## src/rtl/booth_r8_pkg.sv

```systemverilog
// Shared types and helpers for the radix-8 Booth row feeder.
// Holds the group-count derivation, the per-group flag struct and the digit encoder.
package booth_r8_pkg;

    localparam int unsigned DIGIT_W = 4;

    typedef struct packed {
        logic s;
        logic d;
        logic t;
        logic q;
        logic n;
    } grp_flags_t;

    function automatic int unsigned gc_of(input int unsigned width);
        return (width >> 2) + 1;
    endfunction

    // Digit is two's complement in -4..4; magnitude selects exactly one of S/D/T/Q.
    function automatic grp_flags_t encode_digit(input logic [DIGIT_W-1:0] digit);
        grp_flags_t         f;
        logic [DIGIT_W-1:0] mag;
        mag = digit[DIGIT_W-1] ? (~digit + DIGIT_W'(1)) : digit;
        f.s = (mag == DIGIT_W'(1));
        f.d = (mag == DIGIT_W'(2));
        f.t = (mag == DIGIT_W'(3));
        f.q = (mag == DIGIT_W'(4));
        f.n = digit[DIGIT_W-1];
        return f;
    endfunction

endpackage

```

## src/rtl/booth_r8_enc.sv

```systemverilog
// Combinational radix-8 Booth encoder for one 4-bit window (b3,b2,b1,b0).
module booth_r8_enc
    import booth_r8_pkg::*;
(
    input  logic [3:0] i_win,
    output grp_flags_t o_flags
);

    logic [DIGIT_W-1:0] w_pos;
    logic [DIGIT_W-1:0] w_digit;

    always_comb begin
        w_pos   = {2'b00, i_win[2], 1'b0} + {3'b000, i_win[1]} + {3'b000, i_win[0]};
        w_digit = w_pos - (i_win[3] ? DIGIT_W'(4) : DIGIT_W'(0));
        o_flags = encode_digit(w_digit);
    end

endmodule

```

## src/rtl/booth_r8_row_feeder.sv

```systemverilog
// Buffers X/Y operand beats, Booth-encodes X per group and feeds one row per RUN cycle,
// emitting bubbles on underrun and tracking tile boundaries against IN_LAST.
module booth_r8_row_feeder
    import booth_r8_pkg::*;
#(
    parameter int unsigned WIDTH = 8,
    parameter int unsigned GC    = gc_of(WIDTH),
    parameter int unsigned DEPTH = 4,
    parameter int unsigned K_LEN = 16
) (
    input  logic             CLK,
    input  logic             RST,
    input  logic             IN_VALID,
    output logic             IN_READY,
    input  logic [WIDTH-1:0] X_IN,
    input  logic [WIDTH-1:0] Y_IN,
    input  logic             IN_LAST,
    input  logic             RUN,
    output logic [GC-1:0]    S_OUT,
    output logic [GC-1:0]    D_OUT,
    output logic [GC-1:0]    T_OUT,
    output logic [GC-1:0]    Q_OUT,
    output logic [GC-1:0]    N_OUT,
    output logic [WIDTH-1:0] Y_OUT,
    output logic [WIDTH+1:0] TMY_OUT,
    output logic             TILE_DONE,
    output logic             UNDERRUN,
    output logic             LAST_ERR
);

    localparam int unsigned PTR_W = (DEPTH > 1) ? $clog2(DEPTH) : 1;
    localparam int unsigned CNT_W = $clog2(DEPTH + 1);
    localparam int unsigned BEAT_W = (K_LEN > 1) ? $clog2(K_LEN) : 1;
    localparam logic [CNT_W-1:0] DEPTH_C = CNT_W'(DEPTH);
    localparam logic [BEAT_W-1:0] BEAT_LAST = BEAT_W'(K_LEN - 1);

    if (WIDTH != 8) begin : g_bad_width
        $error("booth_r8_row_feeder: only WIDTH=8 is supported");
    end
    if (GC != gc_of(WIDTH)) begin : g_bad_gc
        $error("booth_r8_row_feeder: GC must equal (WIDTH>>2)+1");
    end
    if ((DEPTH < 2) || ((DEPTH & (DEPTH - 1)) != 0)) begin : g_bad_depth
        $error("booth_r8_row_feeder: DEPTH must be a power of two and at least 2");
    end
    if (K_LEN < 2) begin : g_bad_klen
        $error("booth_r8_row_feeder: K_LEN must be at least 2");
    end

    // Inline FIFO storage; contents need no reset since count gates every read.
    logic [WIDTH-1:0] r_x_mem [DEPTH];
    logic [WIDTH-1:0] r_y_mem [DEPTH];
    logic [DEPTH-1:0] r_last_mem;

    logic [PTR_W-1:0]  r_wptr, r_rptr;
    logic [CNT_W-1:0]  r_count;
    logic              r_ready;
    logic [BEAT_W-1:0] r_beat;
    logic [GC-1:0]     r_s, r_d, r_t, r_q, r_n;
    logic [WIDTH-1:0]  r_y;
    logic [WIDTH+1:0]  r_tmy;
    logic              r_done, r_under, r_last_err;

    logic [PTR_W-1:0]  w_wptr_nxt, w_rptr_nxt;
    logic [CNT_W-1:0]  w_count_nxt;
    logic              w_ready_nxt;
    logic [BEAT_W-1:0] w_beat_nxt;
    logic [GC-1:0]     w_s_nxt, w_d_nxt, w_t_nxt, w_q_nxt, w_n_nxt;
    logic [WIDTH-1:0]  w_y_nxt;
    logic [WIDTH+1:0]  w_tmy_nxt;
    logic              w_done_nxt, w_under_nxt, w_last_err_nxt;

    logic              w_push, w_pop, w_beat_last;
    logic [WIDTH-1:0]  w_head_x, w_head_y;
    logic              w_head_last;
    logic [WIDTH+1:0]  w_xe;
    logic [WIDTH+1:0]  w_tmy;
    logic [GC-1:0]     w_enc_s, w_enc_d, w_enc_t, w_enc_q, w_enc_n;

    assign w_push      = IN_VALID && r_ready && !RST;
    assign w_pop       = RUN && (r_count != '0);
    assign w_beat_last = (r_beat == BEAT_LAST);

    assign w_head_x    = r_x_mem[r_rptr];
    assign w_head_y    = r_y_mem[r_rptr];
    assign w_head_last = r_last_mem[r_rptr];

    // x[8]=x[7] on top, x[-1]=0 at bit 0: group i reads w_xe[3i+3:3i].
    assign w_xe  = {w_head_x[WIDTH-1], w_head_x, 1'b0};
    assign w_tmy = {{2{w_head_y[WIDTH-1]}}, w_head_y} + {w_head_y[WIDTH-1], w_head_y, 1'b0};

    for (genvar gi = 0; gi < GC; gi++) begin : g_enc
        grp_flags_t w_flags;

        booth_r8_enc u_enc (
            .i_win  (w_xe[3*gi+3 -: 4]),
            .o_flags(w_flags)
        );

        assign w_enc_s[gi] = w_flags.s;
        assign w_enc_d[gi] = w_flags.d;
        assign w_enc_t[gi] = w_flags.t;
        assign w_enc_q[gi] = w_flags.q;
        assign w_enc_n[gi] = w_flags.n;
    end

    always_comb begin
        w_wptr_nxt     = r_wptr;
        w_rptr_nxt     = r_rptr;
        w_count_nxt    = r_count;
        w_beat_nxt     = r_beat;
        w_s_nxt        = r_s;
        w_d_nxt        = r_d;
        w_t_nxt        = r_t;
        w_q_nxt        = r_q;
        w_n_nxt        = r_n;
        w_y_nxt        = r_y;
        w_tmy_nxt      = r_tmy;
        w_done_nxt     = 1'b0;
        w_under_nxt    = 1'b0;
        w_last_err_nxt = r_last_err;

        if (w_push) begin
            w_wptr_nxt = r_wptr + PTR_W'(1);
        end

        if (w_pop) begin
            w_rptr_nxt = r_rptr + PTR_W'(1);
            w_s_nxt    = w_enc_s;
            w_d_nxt    = w_enc_d;
            w_t_nxt    = w_enc_t;
            w_q_nxt    = w_enc_q;
            w_n_nxt    = w_enc_n;
            w_y_nxt    = w_head_y;
            w_tmy_nxt  = w_tmy;
            if (w_beat_last) begin
                w_beat_nxt = '0;
                w_done_nxt = 1'b1;
            end else begin
                w_beat_nxt = r_beat + BEAT_W'(1);
            end
            if (w_head_last != w_beat_last) begin
                w_last_err_nxt = 1'b1;
            end
        end else if (RUN) begin
            w_s_nxt     = '0;
            w_d_nxt     = '0;
            w_t_nxt     = '0;
            w_q_nxt     = '0;
            w_n_nxt     = '0;
            w_y_nxt     = '0;
            w_tmy_nxt   = '0;
            w_under_nxt = 1'b1;
        end

        case ({w_push, w_pop})
            2'b10:   w_count_nxt = r_count + CNT_W'(1);
            2'b01:   w_count_nxt = r_count - CNT_W'(1);
            default: w_count_nxt = r_count;
        endcase

        // Registered ready: no bypass of a same-cycle pop when full.
        w_ready_nxt = (w_count_nxt < DEPTH_C);
    end

    always_ff @(posedge CLK) begin
        if (RST) begin
            r_wptr     <= '0;
            r_rptr     <= '0;
            r_count    <= '0;
            r_ready    <= 1'b0;
            r_beat     <= '0;
            r_s        <= '0;
            r_d        <= '0;
            r_t        <= '0;
            r_q        <= '0;
            r_n        <= '0;
            r_y        <= '0;
            r_tmy      <= '0;
            r_done     <= 1'b0;
            r_under    <= 1'b0;
            r_last_err <= 1'b0;
        end else begin
            r_wptr     <= w_wptr_nxt;
            r_rptr     <= w_rptr_nxt;
            r_count    <= w_count_nxt;
            r_ready    <= w_ready_nxt;
            r_beat     <= w_beat_nxt;
            r_s        <= w_s_nxt;
            r_d        <= w_d_nxt;
            r_t        <= w_t_nxt;
            r_q        <= w_q_nxt;
            r_n        <= w_n_nxt;
            r_y        <= w_y_nxt;
            r_tmy      <= w_tmy_nxt;
            r_done     <= w_done_nxt;
            r_under    <= w_under_nxt;
            r_last_err <= w_last_err_nxt;
        end
    end

    always_ff @(posedge CLK) begin
        if (w_push) begin
            r_x_mem[r_wptr]    <= X_IN;
            r_y_mem[r_wptr]    <= Y_IN;
            r_last_mem[r_wptr] <= IN_LAST;
        end
    end

    assign IN_READY  = r_ready;
    assign S_OUT     = r_s;
    assign D_OUT     = r_d;
    assign T_OUT     = r_t;
    assign Q_OUT     = r_q;
    assign N_OUT     = r_n;
    assign Y_OUT     = r_y;
    assign TMY_OUT   = r_tmy;
    assign TILE_DONE = r_done;
    assign UNDERRUN  = r_under;
    assign LAST_ERR  = r_last_err;

endmodule

```

## config.mk

```make
export PLATFORM = sky130hd
export DESIGN_NAME = booth_r8_row_feeder
export DESIGN_NICKNAME = d
export VERILOG_FILES = /design/src/rtl/booth_r8_pkg.sv /design/src/rtl/booth_r8_enc.sv /design/src/rtl/booth_r8_row_feeder.sv
export SDC_FILE = /design/constraint.sdc
export NUM_CORES = 1
export LEC_CHECK = 0
export ABC_AREA = 1
export CAP_MARGIN = 20
export CORE_MARGIN = 2
export CORE_UTILIZATION = 31
export CTS_CLUSTER_SIZE = 25
export DETAILED_ROUTE_END_ITERATION = 12
export GPL_ROUTABILITY_DRIVEN = 1
export HOLD_SLACK_MARGIN = 0.03
export PLACE_DENSITY = 0.58
export SLEW_MARGIN = 5
export SYNTH_ARGS = -nofsm -noshare
export SYNTH_HDL_FRONTEND = slang
export SYNTH_SLANG_ARGS = --single-unit
```

## constraint.sdc

```tcl
create_clock -name CLK -period 5.8 [get_ports CLK]
set_input_delay 1.74 -clock CLK [delete_from_list [all_inputs] [get_ports CLK]]
set_output_delay 1.74 -clock CLK [all_outputs]
set_load 0.05 [all_outputs]
```

==> out/results.ini, run 1 <==
[min_path]
min_from = D_OUT[1]
min_path_type = reg -> reg
hold_depth = 2
hold-path-endpoint = D_OUT[1]

[timing]
fin_setup_tns_ps = 0
rsz0062_at_grt = no
slew_viol_final = 0
slew_headroom_pct = 55.9
period_share_pct = 65.3
hold_viol = 0
skew_ps = 13.8
layout_setup_ws_ps = 2020
min_period_ps = 3780
setup_violations = 0
tightest_slew_ps = 660
fmax_ghz = 0.264

[place]
gp_congestion = 0.844
place_ws_ps = 1580
io_buffers = 57
hpwl_um = 8190

[synth]
ys_seq_area_share_pct = 57.9
synthDistinctLibCells = 40
synth_top_area_share_pct = 39.4
syn-mean-instance-area_um2 = 10.2
syn_nets = 557
synth_common_cells = 104 x nand2_1, 68 x edfxtp_1, 48 x dfxtp_1
yosys_warnings = 0
synth_seq_cells = 116
async_reset_ff_share_pct = 0
yosysMostFrequentCell = nand2_1
synth_top_flop_cell = edfxtp_1
synth_top_cell_by_area = edfxtp_1
synth-edff-count = 68
synth_cells = 509
synth.area.top_cells = edfxtp_1 39%, dfxtp_1 19%, nand2_1 7.5%, ha_1 6.0%, nand3_1 3.8%
syn_area_um2 = 5180

[power]
p_total_mw = 3.36
p_leak_nw = 2.52
power_density_nw_per_um2 = 513
ir_drop_mv = 0.233

[floorplan]
core_um2 = 16500
die_w_um = 133
pin_count = 58
fp.dieH_um = 133
rows = 47
initial_utilization_pct = 31.5
die_area_um2 = 17800

[cts]
root_buffer = clkbuf_16
ctsResizeCount = 0
cts_hold_buffers = 0
clk_latency_ps = 420
clkTransAtPathRegs_ps = 50
clock_path_buffers = 2
cts_tree = done
cts_sinks = 116
postCtsSetupRepairBufs = 0
cts_made_buffers = 17
ctsHtreeMaxLevel = 4

[global_route]
antenna_found_initial = 0
grt_util_all_layers_pct = 14.4
grt_pass1_wl_um = 19100
grt_max_degree = 34
first_global_vias = 3677
grt_overflow = 0

[detailed_routing]
wl_per_cell_um = 14.8
via_per_inst = 4.69
dr.pass1.iters = 4
antenna_left = 0
wirelength_um = 11900
via_count = 3782
drt_iter0_markers = 249
drcViolationCount = 0

[worst_setup_path]
required_ps = 6100
cp_max_fo = 32
cp-start-kind = input port
worstSetupEndpointType = register
timing.rr.end = S_OUT[2]
r2r_setup_slack_ps = 2750
worstSetupPathType = in -> reg
r2r_cells = 11
cp.arrival_ps = 4090

[final_layout]
area_growth_syn_to_layout_pct = 26.2
fillers = 1611
antenna_cells = 0
drive_above_1_share_pct = 12.6
nets = 621
final_util_pct = 39.7

[job]
drv_cap = 0

[run_status]
status = finished clean

-- kinds of logic after synthesis --
family                     share of synthesized area, %
and+or+nand+nor                                    18.1
adders and majority gates                          6.81
xor gates and xnor gates                          0.676
DFF                                                57.9
buffers and inverters                              5.62
AOI/OAI and AO/OA                                  10.9
-- cells in the final DEF, fill, tap and decap left out, types with 2 or more instances in the layout --
cell type,instances
nand2_1,104
edfxtp_1,68
clkdlybuf4s50_1,57
dfxtp_1,48
inv_1,40
nand3_1,39
nor2_1,36
o21ai_0,29
a21oi_1,28
ha_1,25
clkbuf_16,18
o22ai_2,8
nor2_2,8
nand4_1,8
clkinv_2,7
buf_4,7
inv_2,6
o21ai_1,5
nand2_2,4
nand3b_1,4
o22ai_1,3
nand3_2,3
xnor2_1,3
a32o_1,3
clkinv_1,2
a32oi_2,2
o21ai_2,2
fa_1,2
clkbuf_1,2
bufinv_16,2
-- registers in the layout, indices dropped and copies added (netlist names), named ones only --
| name | count |
|---|---|
| Q_OUT | 3 |
| TILE_DONE | 1 |
| UNDERRUN | 1 |
| D_OUT | 3 |
| r_count | 3 |
| TMY_OUT | 8 |
| r_rptr | 2 |
| r_x_mem | 32 |
| r_beat | 4 |
| Y_OUT | 8 |
| LAST_ERR | 1 |
| IN_READY | 1 |
| r_last_mem | 4 |
| r_y_mem | 32 |
| T_OUT | 3 |
| N_OUT | 3 |
| r_wptr | 2 |
| S_OUT | 3 |
-- worst max-delay path by stage --
stage | from | slack [ps] | cells past startpoint | end
floorplan | RST | 2600 | 9 | r_count[2]
global placement | RUN | 1660 | 10 | r_count[2]
detailed placement | RUN | 1580 | 10 | r_count[2]
CTS | RUN | 2030 | 10 | r_count[2]
global route | RUN | 1760 | 10 | r_count[2]
finish | RUN | 2020 | 10 | r_count[2]
-- per-layer routing --
metal,vias to the layer above,wire [um],track usage (%)
met5,-,0,0
met4,0,195,6.09
met3,18,633,4.00
met2,89,5800,23.6
met1,1790,5290,17.8
li1,1885,-,-
-- stage by stage --
| stage | instances | area (um2) | hold WS, ps |
|---|---|---|---|
| finish | 806 | 6550 | 463 |
| global route | 806 | 6550 | 488 |
| CTS | 806 | 6550 | 469 |
| detailed placement | 774 | 5970 | 460 |
| global placement | 774 | 5970 | 439 |
| floorplan | 509 | 5180 | 427 |
-- power by group --
part / internal, mW / switching (mW) / total [mW]
logic: 0.451 / 0.870 / 1.32
registers: 0.966 / 0.0632 / 1.03
clock network: 0.660 / 0.347 / 1.01
total: 2.08 / 1.28 / 3.36
-- critical path: stages --
cell             delay [ps]
clkdlybuf4s50_1         460
inv_2                   450
a21oi_4                 190
ha_1                    280
fa_1                    400
a21oi_1                 150
o21ai_0                 130
xor2_1                  170
inv_1                    70
nor2_1                   40
-- final cells by class --
cell class / instances / area [um2] / area share (%)
well taps: 220 / 275 / 4.21
clock buffers: 21 / 472 / 7.21
flip-flops and latches: 116 / 3000 / 45.9
multi-input cells: 327 / 1890 / 28.9
inverters: 47 / 176 / 2.70
repair buffers: 64 / 623 / 9.52
clock inverters: 11 / 105 / 1.61
(Power assumes the default switching activity.)
==> run 2, diff against run 1 <==
clock period = 3.7 ns   (was 5.8 ns; I/O delays follow)
==> run 2 against run 1 <==
Effect of this change:
- worst hold slack got worse by 2.6 ps
- worst setup slack got worse by 1100 ps
- via count increased by 0.63%
- routed wire length is 2.0% higher
- global-route usage barely moved
- critical path type unchanged
- largest power group unchanged
==> out/results.ini, run 2 (synthesized netlist as in run 1, its figures left out) <==
[run_status]
status = finished clean

[cts]
clk_latency_ps = 410
clkTransAtPathRegs_ps = 50
cts_hold_buffers = 0
ctsResizeCount = 0
cts_tree = done
cts_sinks = 116
root_buffer = clkbuf_16
postCtsSetupRepairBufs = 0
clock_path_buffers = 2
cts_made_buffers = 17
ctsHtreeMaxLevel = 4

[timing]
tightest_slew_ps = 681
period_share_pct = 74.7
slew_viol_final = 0
rsz0062_at_grt = no
slew_headroom_pct = 54.5
hold_viol = 0
setup_violations = 0
skew_ps = 8.46
min_period_ps = 2760
fin_setup_tns_ps = 0
fmax_ghz = 0.362

[place]
gp_congestion = 0.783
hpwl_um = 8220
place_area_um2 = 6000
io_buffers = 57

[global_route]
grt_overflow = 0
grt_util_all_layers_pct = 14.4
grt_max_degree = 33
grt_pass1_wl_um = 19500
first_global_vias = 3772
antenna_found_initial = 0

[detailed_routing]
wirelength_um = 12200
drt_iter0_markers = 248
wl_per_cell_um = 15.0
dr.pass1.iters = 5
via_per_inst = 4.70
via_count = 3806
antenna_left = 0
drcViolationCount = 0

[final_layout]
mostFrequentLayoutCells = 104 x nand2_1, 68 x edfxtp_1, 57 x clkdlybuf4s50_1, 48 x dfxtp_1, 40 x inv_1
finalInstanceArea_um2 = 6640
area_growth_syn_to_layout_pct = 28.0
top_regs = r_x_mem: 32 flops, r_y_mem: 32 flops
nets = 625
final_common_cell = nand2_1
fillers = 1581
drive_above_1_share_pct = 13.1
ff_latch_area_um2 = 3000
multi_input_area_um2 = 1890
antenna_cells = 0

[worst_setup_path]
required_ps = 4040
worstSetupPathType = in -> reg
r2r_setup_slack_ps = 970
timing.rr.end = T_OUT[1]
r2r_cells = 15
crit_end = r_count[2]
cp-start-kind = input port
cp.arrival_ps = 3110
worstSetupEndpointType = register
cp_max_fo = 5
crit_path_start = IN_VALID

[floorplan]
rows = 47
core_um2 = 16500
initial_utilization_pct = 31.5
die_area_um2 = 17800
pin_count = 58
die_w_um = 133
fp.dieH_um = 133

[power]
p_leak_nw = 2.55
ir_drop_mv = 0.467
power_density_nw_per_um2 = 824

[job]
drv_cap = 0

[min_path]
hold_depth = 2
min_path_type = reg -> reg

==> run 2: where the power goes <==
group / internal, mW / leakage, nW / total, mW / switching (mW)
combinational: 0.718 / 1.24 / 2.12 / 1.40
clock: 1.19 / 0.303 / 1.75 / 0.557
sequential: 1.51 / 1.00 / 1.61 / 0.0922
total: 3.42 / 2.55 / 5.47 / 2.05
==> run 2: worst min-delay path by stage <==
stage,from,endpoint,slack [ps]
2_1_floorplan,r_beat[3],r_beat[3],430
3_3_place_gp,TMY_OUT[7],TMY_OUT[7],450
3_5_place_dp,TMY_OUT[7],TMY_OUT[7],460
4_1_cts,TMY_OUT[7],TMY_OUT[7],470
5_1_grt,T_OUT[1],T_OUT[1],480
6_report,LAST_ERR,LAST_ERR,460
==> run 2: critical path, stage by stage <==
cell             delay [ps]
clkdlybuf4s50_1         510
nand3_1                 200
ha_1                    300
fa_1                    400
o21ai_0                 240
xor2_1                  210
inv_1                    60
nor2_1                   70
==> run 2: area by class of cell <==
type | instances | share of cell area (%)
repair buffers | 68 | 9.84
clock buffers | 18 | 6.47
multi-input cells | 327 | 28.5
well taps | 220 | 4.15
inverters | 47 | 2.66
flip-flops and latches | 116 | 45.3
clock inverters | 14 | 3.13
==> run 2: through the flow <==
step / utilization [%] / power [mW] / hold slack (ps) / instances / setup slack [ps]
3_3_place_gp: 36.4 / 3.67 / 453 / 778 / 583
5_1_grt: 40.3 / 5.81 / 484 / 810 / 770
6_report: 40.3 / 5.47 / 460 / 810 / 937
2_1_floorplan: - / 3.18 / 427 / 509 / 1130
4_1_cts: 40.3 / 5.50 / 465 / 810 / 934
3_5_place_dp: 36.4 / 3.74 / 457 / 778 / 530
==> run 2: metal layers <==
layer,vias to the layer above,global-route usage (%),part of all wire [%],wire [um]
li1,1884,-,-,-
met1,1829,17.6,45,5500
met2,83,24.4,50,6070
met3,10,3.84,4.2,506
met4,0,5.38,0.73,89
met5,-,0,0,0
